==> config.mk <==
export PLATFORM = sky130hd
export DESIGN_NAME = mem_port_arbiter
export DESIGN_NICKNAME = d
export VERILOG_FILES = /design/src/rtl/mem_port_arbiter.sv
export SDC_FILE = /design/constraint.sdc
export NUM_CORES = 1
export LEC_CHECK = 0
export CORE_MARGIN = 2
export CORE_UTILIZATION = 36
export DETAILED_ROUTE_END_ITERATION = 10
export GPL_TIMING_DRIVEN = 1
export HOLD_SLACK_MARGIN = 0.05
export PLACE_DENSITY = 0.8
export SLEW_MARGIN = 20
export SYNTH_ARGS = -nofsm -noshare
export SYNTH_HDL_FRONTEND = slang
export SYNTH_SLANG_ARGS = --single-unit
==> constraint.sdc <==
create_clock -name clk -period 1.6 [get_ports clk]
set_input_delay 0.4 -clock clk [delete_from_list [all_inputs] [get_ports clk]]
set_output_delay 0.4 -clock clk [all_outputs]
set_load 0.1 [all_outputs]
==> src/rtl/mem_port_arbiter.sv <==
// mem_port_arbiter: shares one variable-latency memory port between instruction fetch and MEM-stage data access
module mem_port_arbiter #(
  parameter int ADDR_W = 32,
  parameter int DATA_W = 32,
  parameter int STARVE_LIMIT = 4
) (
  input  logic              clk,
  input  logic              rst,
  input  logic              if_req,
  input  logic [ADDR_W-1:0] if_addr,
  input  logic              FlushF,
  output logic              if_valid,
  output logic [DATA_W-1:0] if_rdata,
  output logic              StallF,
  input  logic              dm_req,
  input  logic              dm_we,
  input  logic [ADDR_W-1:0] dm_addr,
  input  logic [DATA_W-1:0] dm_wdata,
  input  logic [2:0]        dm_mode,
  output logic              dm_valid,
  output logic [DATA_W-1:0] dm_rdata,
  output logic              StallM,
  output logic              mem_req,
  output logic              mem_we,
  output logic [ADDR_W-1:0] mem_addr,
  output logic [DATA_W-1:0] mem_wdata,
  output logic [2:0]        mem_mode,
  input  logic              mem_ready,
  input  logic [DATA_W-1:0] mem_rdata
);
  typedef enum logic [1:0] {IDLE, BUSY_IF, BUSY_DM} state_t;
  localparam logic [3:0] SL = 4'(STARVE_LIMIT);
  state_t state;
  logic [ADDR_W-1:0] addr_q;
  logic [DATA_W-1:0] wdata_q;
  logic [2:0] mode_q;
  logic we_q, discard, busy, if_elig, dm_elig, grant_dm;
  logic [3:0] streak;
  assign if_elig = if_req & ~if_valid;
  assign dm_elig = dm_req & ~dm_valid;
  assign grant_dm = dm_elig & ~(if_elig & (streak == SL));
  assign busy = state != IDLE;
  assign mem_req = busy;
  assign mem_we = busy & we_q;
  assign mem_addr = busy ? addr_q : '0;
  assign mem_wdata = busy ? wdata_q : '0;
  assign mem_mode = busy ? mode_q : '0;
  assign StallF = if_req & ~if_valid;
  assign StallM = dm_req & ~dm_valid;
  // fetches are always word reads, so the fetch grant loads fixed we/wdata/mode values
  always_ff @(posedge clk) begin
    if (rst) begin
      state <= IDLE;
      addr_q <= '0;
      wdata_q <= '0;
      mode_q <= '0;
      we_q <= 1'b0;
      discard <= 1'b0;
      streak <= '0;
      if_valid <= 1'b0;
      dm_valid <= 1'b0;
      if_rdata <= '0;
      dm_rdata <= '0;
    end else begin
      if_valid <= 1'b0;
      dm_valid <= 1'b0;
      if (state == IDLE) begin
        if (grant_dm) begin
          state <= BUSY_DM;
          addr_q <= dm_addr;
          we_q <= dm_we;
          wdata_q <= dm_wdata;
          mode_q <= dm_mode;
          streak <= if_req ? streak + {3'b000, streak != SL} : '0;
        end else if (if_elig) begin
          state <= BUSY_IF;
          addr_q <= if_addr;
          we_q <= 1'b0;
          wdata_q <= '0;
          mode_q <= 3'b010;
          streak <= '0;
        end
      end else begin
        if (state == BUSY_IF && FlushF) discard <= 1'b1;
        if (mem_ready) begin
          state <= IDLE;
          discard <= 1'b0;
          if (state == BUSY_IF && !(discard || FlushF)) begin
            if_valid <= 1'b1;
            if_rdata <= mem_rdata;
          end
          if (state == BUSY_DM) begin
            dm_valid <= 1'b1;
            if (!we_q) dm_rdata <= mem_rdata;
          end
        end
      end
    end
  end
endmodule
* After elaboration in Yosys (flattened, before gate mapping) *
Cells that the tools add are included.

word-level totals
  word-level logic and storage cells = 65
  bits of input ports = 138
  bits in registers = 141
  output and inout port bits = 137

cells by class
  bitwise logic cells = 11
  reductions and logical operators = 15
  multiplexer cells = 22
  add/sub/neg operators = 1
  equal/unequal tests = 5

operators by type and width
  operator                                                number
  two-way mux 32 bit                                      6
  two-way mux 4 bit                                       3
  two-way mux 3 bit                                       3
  two-way mux 2 bit                                       4
  nonzero test 2 bit                                      4
  two-way mux 1 bit                                       6
  inverter 1 bit                                          6
  AND reduction 2 bit                                     3
  AND 1 bit                                               5
  adder 4 x 1 -> 4 bit                                    1
  equality test 4 x 3 -> 1 bit (second input constant)    1
  inequality test 4 x 3 -> 1 bit (second input constant)  1
  AND reduction 4 bit                                     1
  inequality test 3 bit (second input constant)           1
  AND reduction 3 bit                                     1
  OR reduction 3 bit                                      1
  equality test 2 x 1 -> 1 bit (second input constant)    1
  equality test 2 bit (second input constant)             1
  logical AND 1 bit                                       2
  logical NOT 2 bit                                       1
  logical NOT 1 bit                                       1
  logical OR 1 bit                                        1

* Logic depth before layout (Yosys ltp) *
  word-level depth = 7
  gate-level depth with buffers = 8

* Least setup slack after synthesis *
Ideal clock, no wire load.

  path kind = reg2out
  start point = reg state[1]
  end point = out mem_mode[0]
  stages on the path, launching flop included = 5
  setup slack = -1.380 ns
  arrival = 2.580 ns
  path buffers = 2
  cell sequence = dfxtp_1 or2_1 buf_6 clkbuf_1 and2_1

on the way
  word-level cells in the longest chain between the ends = 2

ends and longest elaborated chain
  element                 line  RTL
  from (decl)             33    state_t state;
  from (signal assigned)  53    state <= IDLE;
  from (signal assigned)  69    state <= BUSY_DM;
  from (signal assigned)  76    state <= BUSY_IF;
  nonzero test 2 bit      42    assign busy = state != IDLE;
  via mem_req             23    output logic mem_req,
  two-way mux 3 bit       47    assign mem_mode = busy ? mode_q : '0;
  to (decl)               27    output logic [2:0] mem_mode,

The timed path passes the listed nets, and every way through them passes these cells.

* Worst setup path in the final report *
  start point = reg state[1]
  end point = out mem_wdata[7]

on the way
  word-level cells in the longest chain between the ends = 2

ends and longest elaborated chain
  element             line  RTL
  nonzero test 2 bit  42
  two-way mux 32 bit  46    assign mem_wdata = busy ? wdata_q : '0;
  to (decl)           26    output logic [DATA_W-1:0] mem_wdata,

No other way between the ends.

==> flow_summary.yaml <==
logic_synthesis:
  synth_edf_count: 0
  async_reset_ff_share_pct: 0
  synth.avg_cell_area_um2: 8.950
  netlist_area_um2: 5424
  yosysMostFrequentCell: "dfxtp_1"
  synth.area.top_cells: "dfxtp_1 52%, nand2_1 9.1%, and2_1 7.8%"
  synth_flop_cell: "dfxtp_1"
  syn-num-nets: 747
  yosysTopAreaCellShare_pct: 52.04
  yosysSeqAreaShare_pct: 52.04
  yosys_warnings: 0
  synth-seq-cells: 141
  synth_cell_types: 40
  synthTopCellsByCount: "141 x dfxtp_1, 131 x nand2_1, 69 x a21oi_1"
  yosysTopAreaCell: "dfxtp_1"
  netlist_instances: 606
timing:
  tightest_slew_ns: 0.6053
  hold-worst-slack_ns: 0.4442
  skew_ns: 0.01119
  period_minus_slack_ns: 2.025
  slew_viol_final: 0
  worst_slack_ns: -0.4249
  fin_crit_sh_pct: 126.6
  relSlewSlack_pct: 59.65
  max_freq_ghz: 0.4938
  hold_viol: 0
  finalSetupViolations: 177
  setup_tns_ns: -46.43
  rsz0062_at_grt: "true"
placed_design:
  numPortBuffers: 274
  gp_congestion: 0.7807
  place_hpwl_um: 13520
outcome:
  violations: "setup timing"
  status: "finished, violations left"
worst_setup_path:
  cp-start-kind: "flop"
  crit_type: "reg -> out"
  critical_path.top_delay_family: "simple AND/OR/NAND/NOR gates"
  cp_slowest_cell: "dfxtp_4"
  cp_max_fo: 20
  cp_common_cell: "buf_12"
  critPathBufInv: 2
  rrSetupSlack_ns: -0.31
  crit_arrival_ns: 1.62
  worstSetupEndpointType: "output port"
  crit_required_ns: 1.20
  slowest_delay_ns: 0.35
  path_cells: "or2_4 > buf_12 > and2_4 > buf_12"
grt:
  grt_max_degree: 54
  grtUsageTotal_pct: 28.23
  grt_pass1_wl_um: 35020
  grt_pass1_vias: 6330
  grt-ovfl-total: 0
  antenna_found_initial: 1
die:
  coreArea_um2: 14640
  die_h_um: 126.7
  ios: 275
  start_util_pct: 37.04
  die-area_um2: 16060
  row_count: 44
  die_x_um: 126.7
clocking:
  clk_pin_slew_ns: 0.06
  root_buffer: "clkbuf_16"
  clk_path_buf_depth: 2
  tritoncts: "built"
  hold_buffers: 0
  clock_latency_ns: 0.43
  cts.sinks: 141
  htree_levels: 4
  cts_buffers: 17
power_and_ir_drop:
  power_frac_seq_pct: 34.9
  finalPower_w: 0.01103
  swShare_pct: 30.64
  power_density_nw_per_um2: 952.5
  irDropWorstVdd_uv: 768.0
  p_leak_nw: 4.536
  pwr-share-clk_pct: 37.0
  netSwitchingPower_w: 0.003381
  pwr-share-comb_pct: 28.1
  p_int_w: 0.007653
job:
  drv_cap: 0
route:
  drc_errors: 0
  vias: 6028
  wl_um: 23850
  first_iter_violations: 535
  wl_per_cell_um: 21.20
  detail-route-antenna-nets: 0
  vias_per_cell: 5.358
  dr.pass1.iters: 7
min_path:
  hold_class: "in -> reg"
cells_and_area:
  num-fill-cells: 807
  drive_above_1_share_pct: 38.72
  register_area_um2: 2838
  multiInputGateArea_um2: 2666
  nets: 1068
  syn_to_final_growth_pct: 113.6
registers in the layout, summed over array words and instances (netlist names):
name,cells
addr_q,32
discard,1
dm_rdata,32
dm_valid,1
if_rdata,32
if_valid,1
mode_q,3
state,2
streak,4
wdata_q,32
we_q,1
cell type report:
class	count	share of cell area (%)
antenna	1	0.02160
clock buffer	22	4.007
clock inverter	10	1.177
inverter	5	0.3024
multi-input combinational	410	23.02
sequential	141	24.50
tap	184	1.987
timing repair buffer	352	44.99
cells by family (layout without fill, tap and decap cells):
| logic type | after synthesis | after routing | synth area share, % |
|---|---|---|---|
| AO/OA/AOI/OAI | 146 | 146 | 19.45 |
| adder cells (fa/ha/maj) | 3 | 3 | 0.6921 |
| buffers and inverters | 55 | 389 | 4.867 |
| flip-flops | 141 | 141 | 52.04 |
| other | 0 | 1 | 0 |
| AND/OR/NAND/NOR | 261 | 261 | 22.95 |
layout by cell type, fill, tap and decap left out, types with 19 or more instances in the layout:
master / n
a222oi_1: 29
a21oi_1: 64
clkdlybuf4s50_1: 134
nor2_1: 37
dfxtp_1: 135
and2_4: 68
a22o_1: 35
buf_12: 152
buf_4: 28
clkbuf_16: 19
nand2_1: 116
buf_6: 23
worst register-to-register path: stages, from the launching register on:
cell	delay, ns
dfxtp_2	0.33
inv_2	0.06
ha_4	0.12
nand3b_1	0.11
buf_4	0.16
buf_6	0.11
buf_6	0.11
a211oi_4	0.28
buf_6	0.18
buf_12	0.13
a222oi_1	0.08
nor2_1	0.17
per-layer routing:
| layer | track usage [%] | routed length, µm | vias to the layer above |
|---|---|---|---|
| li1 | - | - | 2747 |
| met1 | 29.79 | 8574 | 2898 |
| met2 | 49.09 | 12280 | 316 |
| met3 | 10.21 | 2101 | 67 |
| met4 | 15.51 | 892 | 0 |
| met5 | 0 | 0 | - |
power by group through the flow:
stage / Clock, W / Sequential [W] / Combinational (W)
6_report: 0.00408 / 0.00385 / 0.00310
5_1_grt: 0.00428 / 0.00386 / 0.00320
4_1_cts: 0.00410 / 0.00383 / 0.00299
3_5_place_dp: 0 / 0.00390 / 0.00266
3_3_place_gp: 0 / 0.00389 / 0.00263
2_1_floorplan: 0 / 0.00416 / 0.00126
per-stage QoR:
step           worst slack (ns)  std cells  util [%]  instance area, µm²
5_1_grt                 -0.4536       1125     79.10               11580
6_report                -0.4249       1125     79.10               11580
3_3_place_gp            -0.4106       1051     69.26               10140
4_1_cts                 -0.4084       1117     77.71               11380
2_1_floorplan          -0.03081        606         -                5669
3_5_place_dp            -0.4985       1051     69.26               10140
final timing paths:
| kind | startpoint | to | cells past startpoint |
|---|---|---|---|
| worst min-delay path | rst | mode_q[1]$_SDFFE_PP0P_ | 3 |
| worst max-delay path | state[1]$_SDFFE_PP0P_ | mem_wdata[7] | 4 |
| worst min register to register | wdata_q[29]$_SDFFE_PP0P_ | wdata_q[29]$_SDFFE_PP0P_ | 1 |
| worst max register to register | streak[1]$_SDFFE_PP0P_ | addr_q[25]$_SDFFE_PP0P_ | 11 |
timing repair:
item / in CTS / in global routing
pin swaps: 45 / 46
gates cloned: 12 / 3
resized for setup: 50 / 37
setup endpoints to repair: 142 / 177
setup buffers: 23 / 10
Note: power is estimated with default switching activity, not from simulation.
